--- src/rtl/arith_pkg.sv ---
// Shared definitions for the arithmetic scheduler: default widths, opcodes and FSM states.
package arith_pkg;

   localparam int A_W_DEF   = 11;
   localparam int B_W_DEF   = 8;
   localparam int RES_W_DEF = A_W_DEF + B_W_DEF;

   localparam logic [1:0] OP_ADD = 2'd0;
   localparam logic [1:0] OP_SUB = 2'd1;
   localparam logic [1:0] OP_MUL = 2'd2;
   localparam logic [1:0] OP_DIV = 2'd3;

   typedef enum logic [1:0] {
      S_IDLE = 2'd0,
      S_EXEC = 2'd1,
      S_DIV  = 2'd2,
      S_RESP = 2'd3
   } state_t;

endpackage

--- src/rtl/seq_divider.sv ---
// Restoring unsigned divider producing one quotient bit per cycle, A_W cycles per divide.
module seq_divider #(
   parameter int A_W = 11,
   parameter int B_W = 8
) (
   input  logic           clk,
   input  logic           rst,
   input  logic           start,
   input  logic [A_W-1:0] dividend,
   input  logic [B_W-1:0] divisor,
   output logic           done,
   output logic [A_W-1:0] quotient,
   output logic [B_W-1:0] remainder
);

   localparam int CNT_W = $clog2(A_W);

   logic [A_W-1:0]   quo_q, quo_d;
   logic [B_W-1:0]   rem_q, rem_d;
   logic [B_W-1:0]   dvs_q, dvs_d;
   logic [CNT_W-1:0] cnt_q, cnt_d;
   logic             run_q, run_d;
   logic [B_W:0]     shifted;
   logic [B_W+1:0]   trial;
   logic [B_W:0]     rem_full;

   always_comb begin
      quo_d    = quo_q;
      rem_d    = rem_q;
      dvs_d    = dvs_q;
      cnt_d    = cnt_q;
      run_d    = run_q;
      shifted  = {rem_q, quo_q[A_W-1]};
      trial    = {1'b0, shifted} - {2'b00, dvs_q};
      rem_full = trial[B_W+1] ? shifted : trial[B_W:0];
      if (start) begin
         quo_d = dividend;
         rem_d = '0;
         dvs_d = divisor;
         cnt_d = CNT_W'(A_W - 1);
         run_d = 1'b1;
      end else if (run_q) begin
         // The partial remainder always stays below the divisor, so B_W bits suffice
         rem_d = B_W'(rem_full);
         quo_d = {quo_q[A_W-2:0], ~trial[B_W+1]};
         if (cnt_q == '0) begin
            run_d = 1'b0;
         end else begin
            cnt_d = cnt_q - 1'b1;
         end
      end
   end

   always_ff @(posedge clk) begin
      if (rst) begin
         quo_q <= '0;
         rem_q <= '0;
         dvs_q <= '0;
         cnt_q <= '0;
         run_q <= 1'b0;
      end else begin
         quo_q <= quo_d;
         rem_q <= rem_d;
         dvs_q <= dvs_d;
         cnt_q <= cnt_d;
         run_q <= run_d;
      end
   end

   assign done      = run_q && (cnt_q == '0);
   assign quotient  = quo_q;
   assign remainder = rem_q;

endmodule

--- src/rtl/arith_sched.sv ---
// Round-robin scheduler sharing one add/sub/mul/div engine between two requesters.
module arith_sched
   import arith_pkg::*;
#(
   parameter int A_W   = A_W_DEF,
   parameter int B_W   = B_W_DEF,
   parameter int RES_W = A_W + B_W
) (
   input  logic             clk,
   input  logic             rst,
   input  logic             req0_valid,
   output logic             req0_ready,
   input  logic [1:0]       req0_op,
   input  logic [A_W-1:0]   req0_a,
   input  logic [B_W-1:0]   req0_b,
   input  logic             req1_valid,
   output logic             req1_ready,
   input  logic [1:0]       req1_op,
   input  logic [A_W-1:0]   req1_a,
   input  logic [B_W-1:0]   req1_b,
   output logic             rsp_valid,
   input  logic             rsp_ready,
   output logic             rsp_id,
   output logic [RES_W-1:0] rsp_result,
   output logic             rsp_flag,
   output logic             rsp_err,
   output logic             busy
);

   state_t           state_q, state_d;
   logic             last_grant_q, last_grant_d;
   logic [1:0]       op_q, op_d;
   logic [A_W-1:0]   a_q, a_d;
   logic [B_W-1:0]   b_q, b_d;
   logic             id_q, id_d;
   logic [RES_W-1:0] result_q, result_d;
   logic             flag_q, flag_d;
   logic             err_q, err_d;

   logic             grant;
   logic             accept;
   logic [1:0]       sel_op;
   logic [A_W-1:0]   sel_a;
   logic [B_W-1:0]   sel_b;
   logic [A_W-1:0]   b_ext;
   logic [A_W:0]     sum;
   logic [A_W-1:0]   diff;
   logic [RES_W-1:0] prod;
   logic             div_start;
   logic             div_done;
   logic [A_W-1:0]   div_quo;
   logic [B_W-1:0]   div_rem;

   // Tie goes to whichever requester was not served last
   always_comb begin
      if (req0_valid && req1_valid) begin
         grant = ~last_grant_q;
      end else begin
         grant = req1_valid;
      end
      accept    = (state_q == S_IDLE) && (req0_valid || req1_valid);
      sel_op    = grant ? req1_op : req0_op;
      sel_a     = grant ? req1_a  : req0_a;
      sel_b     = grant ? req1_b  : req0_b;
      div_start = accept && (sel_op == OP_DIV) && (sel_b != '0);
   end

   assign req0_ready = accept && !grant;
   assign req1_ready = accept && grant;

   always_comb begin
      b_ext = {{(A_W-B_W){1'b0}}, b_q};
      sum   = {1'b0, a_q} + {1'b0, b_ext};
      diff  = a_q - b_ext;
      prod  = RES_W'(a_q) * RES_W'(b_q);
   end

   always_comb begin
      state_d      = state_q;
      last_grant_d = last_grant_q;
      op_d         = op_q;
      a_d          = a_q;
      b_d          = b_q;
      id_d         = id_q;
      result_d     = result_q;
      flag_d       = flag_q;
      err_d        = err_q;
      case (state_q)
         S_IDLE: begin
            if (accept) begin
               op_d         = sel_op;
               a_d          = sel_a;
               b_d          = sel_b;
               id_d         = grant;
               last_grant_d = grant;
               state_d      = div_start ? S_DIV : S_EXEC;
            end
         end
         S_EXEC: begin
            result_d = '0;
            flag_d   = 1'b0;
            err_d    = 1'b0;
            case (op_q)
               OP_ADD: begin
                  result_d = RES_W'(sum);
                  flag_d   = sum[A_W];
               end
               OP_SUB: begin
                  result_d = RES_W'(diff);
                  flag_d   = a_q < b_ext;
               end
               OP_MUL:  result_d = prod;
               default: err_d = 1'b1;
            endcase
            state_d = S_RESP;
         end
         S_DIV: begin
            if (div_done) begin
               flag_d  = 1'b0;
               err_d   = 1'b0;
               state_d = S_RESP;
            end
         end
         S_RESP: begin
            if (rsp_ready) begin
               state_d = S_IDLE;
            end
         end
         default: state_d = S_IDLE;
      endcase
   end

   always_ff @(posedge clk) begin
      if (rst) begin
         state_q      <= S_IDLE;
         last_grant_q <= 1'b1;
         op_q         <= OP_ADD;
         a_q          <= '0;
         b_q          <= '0;
         id_q         <= 1'b0;
         result_q     <= '0;
         flag_q       <= 1'b0;
         err_q        <= 1'b0;
      end else begin
         state_q      <= state_d;
         last_grant_q <= last_grant_d;
         op_q         <= op_d;
         a_q          <= a_d;
         b_q          <= b_d;
         id_q         <= id_d;
         result_q     <= result_d;
         flag_q       <= flag_d;
         err_q        <= err_d;
      end
   end

   seq_divider #(
      .A_W(A_W),
      .B_W(B_W)
   ) u_div (
      .clk      (clk),
      .rst      (rst),
      .start    (div_start),
      .dividend (sel_a),
      .divisor  (sel_b),
      .done     (div_done),
      .quotient (div_quo),
      .remainder(div_rem)
   );

   // The divider holds its final quotient/remainder, so division results are read from it directly
   assign rsp_result = (op_q == OP_DIV && !err_q) ? {div_rem, div_quo} : result_q;
   assign rsp_valid  = (state_q == S_RESP);
   assign rsp_id     = id_q;
   assign rsp_flag   = flag_q;
   assign rsp_err    = err_q;
   assign busy       = (state_q != S_IDLE);

endmodule
--- config.mk ---
export PLATFORM = sky130hd
export DESIGN_NAME = arith_sched
export DESIGN_NICKNAME = d
export VERILOG_FILES = /design/src/rtl/arith_pkg.sv /design/src/rtl/seq_divider.sv /design/src/rtl/arith_sched.sv
export SDC_FILE = /design/constraint.sdc
export NUM_CORES = 1
export LEC_CHECK = 0
export CORE_MARGIN = 1
export CORE_UTILIZATION = 64
export CTS_CLUSTER_DIAMETER = 120
export CTS_CLUSTER_SIZE = 25
export DETAILED_ROUTE_END_ITERATION = 10
export MAX_ROUTING_LAYER = met4
export PLACE_DENSITY_LB_ADDON = 0.15
export SLEW_MARGIN = 10
export SYNTH_ARGS = -nofsm -noshare
export SYNTH_HDL_FRONTEND = slang
export SYNTH_SLANG_ARGS = --single-unit
--- constraint.sdc ---
create_clock -name clk -period 10.2 [get_ports clk]
set_input_delay 1.53 -clock clk [delete_from_list [all_inputs] [get_ports clk]]
set_output_delay 1.53 -clock clk [all_outputs]
set_load 0.01 [all_outputs]
==> results.sh, run 1 <==
export IMPL_status="complete, no violations"
export IMPL_netlist_area_um2=7460
export IMPL_drive_gt1_share_pct=4.73
export IMPL_regToRegSetupSlack_ps=5150
export IMPL_setup_violations=0
export IMPL_synth_mux_area_share_pct=6.46
export IMPL_clk_path_buf_depth=2
export IMPL_cts_buffers=9
export IMPL_p_per_area_nw_per_um2=258
export IMPL_via_count=6673
export IMPL_regArea_um2=1560
export IMPL_synth_fp_nets=1052
export IMPL_dieArea_um2=12100
export IMPL_hold_class="reg2reg"
export IMPL_p_total_w=0.00220
export IMPL_period_share_pct=50.8
export IMPL_arrival_ps=3660
export IMPL_synth_compound_area_share_pct=17.9
export IMPL_die_h_um=110
export IMPL_irDropWorstVdd_mv=0.203
export IMPL_die_w_um=110
export IMPL_hold_violations=0
export IMPL_grtUsageTotal_pct=37.9
export IMPL_synthAdderAreaFrac_pct=26.9
export IMPL_ys_seq_area_share_pct=20.9
export IMPL_critPathMaxFanout=25
export IMPL_endpoint_kind="primary output"
export IMPL_clk_latency_ps=340
export IMPL_max_slew_margin_pct=14.6
export IMPL_start_kind="input pin"
export IMPL_start_util_pct=65.6
export IMPL_rsz0062_at_grt="false"
export IMPL_n_fill_cell=860
export IMPL_routabilityCongestion=0.928
export IMPL_syn_to_final_growth_pct=14.4
export IMPL_grt_overflow=0
export IMPL_grt_max_degree=58
export IMPL_synth_area_per_cell_um2=8.48
export IMPL_io_buffers=72
export IMPL_cts_root_buf="clkbuf_16"
export IMPL_holdWs_ps=505
export IMPL_route_detailed_drc=0
export IMPL_final_common_cell="inv_1"
export IMPL_cts_tree="built"
export IMPL_synth_edf_count=0
export IMPL_ios=73
export IMPL_slew_violations=0
export IMPL_setup_tns_ps=0
export IMPL_place_hpwl_um=16400
export IMPL_yosysWarnings=0
export IMPL_numClockSinks=78
export IMPL_ys_flop_type="dfxtp_1"
export IMPL_synth_top_family_by_area="adder cells"
export IMPL_routed_wl_um=21000
export IMPL_multiInputGateArea_um2=5330
export IMPL_std_cell_rows=39
export IMPL_ys_ff_latch=78
export IMPL_drt_iter0_drc=560
export IMPL_grt_pass1_vias=6624
export IMPL_synth_simple_gate_area_share_pct=16.9
export IMPL_detail_route_vias_per_cell=6.21
export IMPL_yosys_cell_types_count=57
export IMPL_hold_buffers=0
export IMPL_nNetsFinal=1099
export IMPL_fin_util_pct=75.0
export IMPL_drtPass1Iterations=6
export IMPL_ant_nets=0
export IMPL_core_area_um2=11400
export IMPL_htreeDepth=3
export IMPL_async_reset_ff_share_pct=0
export IMPL_cts_setup_buffers=0
export IMPL_syn_inst=879
export IMPL_grt_first_pass_wirelength_um=33100
export IMPL_leakage_nw=3.77
export IMPL_max_cap_violations=0
export IMPL_synth_xor_area_share_pct=3.29
export IMPL_antenna_found_initial=0
export IMPL_worstMarginPinSlew_ps=1280
export IMPL_clk_pin_slew_ps=60
export IMPL_required_ps=8670
export IMPL_post_cts_resized=0
export IMPL_avgRoutedWirePerCell_um=19.6
export IMPL_n_antenna_cell=0
export IMPL_fin_skew_ps=7.32
export IMPL_fmaxAchievable_mhz=193
export IMPL_finalCriticalPeriod_ps=5190
export IMPL_final_cell_mix="107 x inv_1, 87 x nor2_1, 78 x dfxtp_1"
export IMPL_critPathKind="in2out"
[cells by family after synthesis]
logic type      after synthesis
compound gates              196
xor+xnor                     28
fa+ha+maj                   126
buf+inv                     149
flops                        78
mux                          46
simple gates                256
[power breakdown]
| part | total, W | internal (W) | switching, W |
|---|---|---|---|
| Clock | 0.000337 | 0.000203 | 0.000134 |
| Sequential | 0.000527 | 0.000380 | 0.000147 |
| Combinational | 0.00134 | 0.000555 | 0.000781 |
| Total | 0.00220 | 0.00114 | 0.00106 |
[registers in the layout, summed over array words and instances (netlist names)]
| name | cells |
|---|---|
| u_div.quotient | 11 |
| state_q | 2 |
| last_grant_q | 1 |
| u_div.remainder | 8 |
| result_q | 19 |
| a_q | 11 |
| u_div.run_q | 1 |
| rsp_err | 1 |
| rsp_flag | 1 |
| u_div.dvs_q | 8 |
| rsp_id | 1 |
| op_q | 2 |
| b_q | 8 |
| u_div.cnt_q | 4 |
[cell usage after synthesis, types with 2 or more instances]
library cell | n | share of area (%)
a21o_1 | 6 | 0.60
o21bai_1 | 3 | 0.30
inv_1 | 107 | 5.4
nor2b_1 | 19 | 1.6
nor4_1 | 4 | 0.34
o21ai_0 | 34 | 2.3
mux2_2 | 17 | 2.6
nand3_1 | 5 | 0.34
o31ai_1 | 4 | 0.40
clkbuf_1 | 33 | 1.7
nor3_1 | 8 | 0.54
nand3b_1 | 2 | 0.20
or2_2 | 2 | 0.17
nor2_1 | 88 | 4.4
mux2i_1 | 29 | 3.9
xor2_1 | 6 | 0.70
o221ai_1 | 2 | 0.23
xnor2_1 | 22 | 2.6
or3_1 | 3 | 0.25
and3_1 | 2 | 0.17
and2_1 | 54 | 4.5
dfxtp_1 | 78 | 21
a31oi_1 | 6 | 0.50
o21ai_1 | 2 | 0.13
a32oi_1 | 2 | 0.23
ha_1 | 69 | 12
o21a_1 | 8 | 0.81
fa_1 | 57 | 15
a211oi_1 | 62 | 6.2
a22oi_1 | 8 | 0.81
a22o_1 | 7 | 0.82
buf_2 | 4 | 0.27
nand2b_1 | 15 | 1.3
buf_4 | 2 | 0.20
o211ai_1 | 6 | 0.60
a21oi_1 | 34 | 2.3
nand2_1 | 49 | 2.5
[layer usage]
layer  routed length [um]  GRT usage (%)
met1                 9100           49.0
met3                 1710           6.28
met4                  794           16.8
met2                 9390           58.2
met5                    0              -
[stage by stage]
stage	setup slack, ps	instance area, um2	std cells
global route	4900	8530	1074
floorplan	5680	7460	879
CTS	5020	8530	1074
finish	5010	8530	1074
global placement	5090	8220	1058
detailed placement	5020	8220	1058
[layout make-up]
class                           count  area share, %
Clock buffer                       11           2.96
Clock inverter                      5          0.660
Inverter                          109           4.80
Multi-Input combinational cell    652           62.4
Sequential cell                    78           18.3
Tap cell                          143           2.10
Timing Repair Buffer               76           8.74
[worst max-delay path, cell delays in order]
cell	delay, ps
clkdlybuf4s50_1	520
a21boi_4	770
and2_1	280
clkdlybuf4s50_1	550
[worst paths after layout]
check	from	to	cells after the start
setup / recovery	req1_valid	req1_ready	4
hold / removal	rsp_flag$_SDFFE_PP0P_	rsp_flag$_SDFFE_PP0P_	2
setup reg to reg	b_q[7]$_SDFFE_PP0P_	result_q[18]$_SDFFE_PP0N_	16
hold reg to reg	rsp_flag$_SDFFE_PP0P_	rsp_flag$_SDFFE_PP0P_	2
(Power assumes the default switching activity.)
==> run 2: changes to the inputs <==
--- a/config.mk
+++ b/config.mk
@@ -6,7 +6,7 @@
 export NUM_CORES = 1
 export LEC_CHECK = 0
 export CORE_MARGIN = 1
-export CORE_UTILIZATION = 64
+export CORE_UTILIZATION = 53
 export CTS_CLUSTER_DIAMETER = 120
 export CTS_CLUSTER_SIZE = 25
 export DETAILED_ROUTE_END_ITERATION = 10
==> constraint.sdc (replaced) <==
create_clock -name clk -period 4.2 [get_ports clk]
set_input_delay 0.63 -clock clk [delete_from_list [all_inputs] [get_ports clk]]
set_output_delay 0.63 -clock clk [all_outputs]
set_load 0.01 [all_outputs]
==> results.sh, run 2 (same netlist as run 1, synthesis figures left out) <==
export IMPL_arrival_ps=4450
export IMPL_route_detailed_drc=0
export IMPL_grt_max_degree=41
export IMPL_antenna_found_initial=0
export IMPL_rsz0062_at_grt="true"
export IMPL_period_share_pct=100
export IMPL_io_buffers=72
export IMPL_die_h_um=121
export IMPL_leakage_nw=4.17
export IMPL_ios=73
export IMPL_critPathKind="reg2reg"
export IMPL_place_hpwl_um=16900
export IMPL_grt_first_pass_wirelength_um=32900
export IMPL_routabilityCongestion=0.951
export IMPL_clk_latency_ps=350
export IMPL_detail_route_vias_per_cell=5.60
export IMPL_worstMarginPinSlew_ps=1110
export IMPL_fin_skew_ps=7.96
export IMPL_drtPass1Iterations=5
export IMPL_required_ps=4440
export IMPL_finalCriticalPeriod_ps=4210
export IMPL_drive_gt1_share_pct=19.0
export IMPL_p_per_area_nw_per_um2=633
export IMPL_grt_overflow=0
export IMPL_clk_path_buf_depth=2
export IMPL_fmaxAchievable_mhz=238
export IMPL_die_w_um=121
export IMPL_final_cell_mix="98 x inv_1, 84 x nor2_1, 83 x buf_4"
export IMPL_cts_root_buf="clkbuf_16"
export IMPL_ant_nets=0
export IMPL_violations="negative setup slack"
export IMPL_nNetsFinal=1181
export IMPL_hold_class="reg2reg"
export IMPL_critPathMaxFanout=7
export IMPL_grtUsageTotal_pct=30.4
export IMPL_largest_reg_flops=19
export IMPL_start_util_pct=55.2
export IMPL_via_count=6656
export IMPL_endpoint_kind="flop"
export IMPL_core_area_um2=13500
export IMPL_hold_violations=0
export IMPL_r2r_cells=16
export IMPL_n_fill_cell=1051
export IMPL_final_common_cell="inv_1"
export IMPL_multiInputGateArea_um2=5610
export IMPL_grt_pass1_vias=6322
export IMPL_regArea_um2=1610
export IMPL_std_cell_rows=42
export IMPL_cts_buffers=9
export IMPL_holdPathStages=2
export IMPL_slew_violations=0
export IMPL_irDropWorstVdd_mv=0.536
export IMPL_cts_tree="built"
export IMPL_htreeDepth=3
export IMPL_post_place_ws_ps=-168
export IMPL_setup_violations=1
export IMPL_max_cap_violations=0
export IMPL_n_antenna_cell=0
export IMPL_numClockSinks=78
export IMPL_setup_tns_ps=-6.71
export IMPL_hold_buffers=0
export IMPL_max_slew_margin_pct=25.6
export IMPL_holdWs_ps=472
export IMPL_status="finished with violations"
export IMPL_start_kind="flop"
export IMPL_setup_slack_ps=-6.71
export IMPL_largest_register="result_q"
export IMPL_clk_pin_slew_ps=60
export IMPL_avgRoutedWirePerCell_um=17.8
export IMPL_drt_iter0_drc=529
export IMPL_routed_wl_um=21200
export IMPL_syn_to_final_growth_pct=27.3
export IMPL_dieArea_um2=14500
[run 2: cell count changes in the layout (fill, tap and decap cells not counted), sizes merged]
cell	previous run	this run
buf	5	87
bufinv	1	0
clkbuf	11	10
clkinvlp	1	2
inv	109	110
[run 2: worst paths after layout]
path,start,endpoint,slack (ps)
max,b_q[4]$_SDFFE_PP0P_,result_q[14]$_SDFFE_PP0N_,-7
min,rsp_flag$_SDFFE_PP0P_,rsp_flag$_SDFFE_PP0P_,470
max reg2reg,b_q[4]$_SDFFE_PP0P_,result_q[14]$_SDFFE_PP0N_,-7
min reg2reg,rsp_flag$_SDFFE_PP0P_,rsp_flag$_SDFFE_PP0P_,470
[run 2: per-stage QoR]
step | util (%) | instances | power, W | cell area, um2
after floorplan | - | 879 | 0.00357 | 7540
after global placement | 65.6 | 1164 | 0.00479 | 8860
after detailed placement | 65.6 | 1164 | 0.00485 | 8860
after CTS | 68.1 | 1181 | 0.00565 | 9200
after global routing | 70.3 | 1189 | 0.00649 | 9490
final | 70.3 | 1189 | 0.00601 | 9490
[run 2: layout make-up]
| type | count | area share, % |
|---|---|---|
| Clock inverter | 6 | 0.488 |
| Inverter | 109 | 4.32 |
| Clock buffer | 10 | 2.41 |
| Tap cell | 176 | 2.32 |
| Sequential cell | 78 | 16.9 |
| Multi-Input combinational cell | 652 | 59.1 |
| Timing Repair Buffer | 158 | 14.5 |
[run 2: report_power, final]
part	switching [W]	internal [W]
combinational	0.00220	0.00191
sequential	0.000219	0.000947
clock	0.000330	0.000404
[run 2: what timing repair did]
item	in CTS	in global routing
setup endpoints to repair	10	10
resized for setup	30	56
setup buffers	1	8
pin swaps	15	50
[run 2: worst max-delay path: stages (launching register included)]
cell	delay, ps
dfxtp_4	360
buf_4	150
and2_4	140
fa_1	490
fa_1	520
fa_1	540
inv_1	50
fa_1	530
inv_1	60
ha_4	240
a21oi_1	250
nand2_1	130
nand3_2	110
a21oi_4	40
nand2b_4	160
xor2_2	130
a22o_1	180
[run 2: routing by layer]
layer / vias up / routed length, um / track usage [%]
met2: 245 / 9640 / 46.3
met4: 0 / 481 / 8.95
li1: 3233 / - / -
met5: - / 0 / -
met1: 3145 / 9590 / 41.2
met3: 33 / 1480 / 5.57
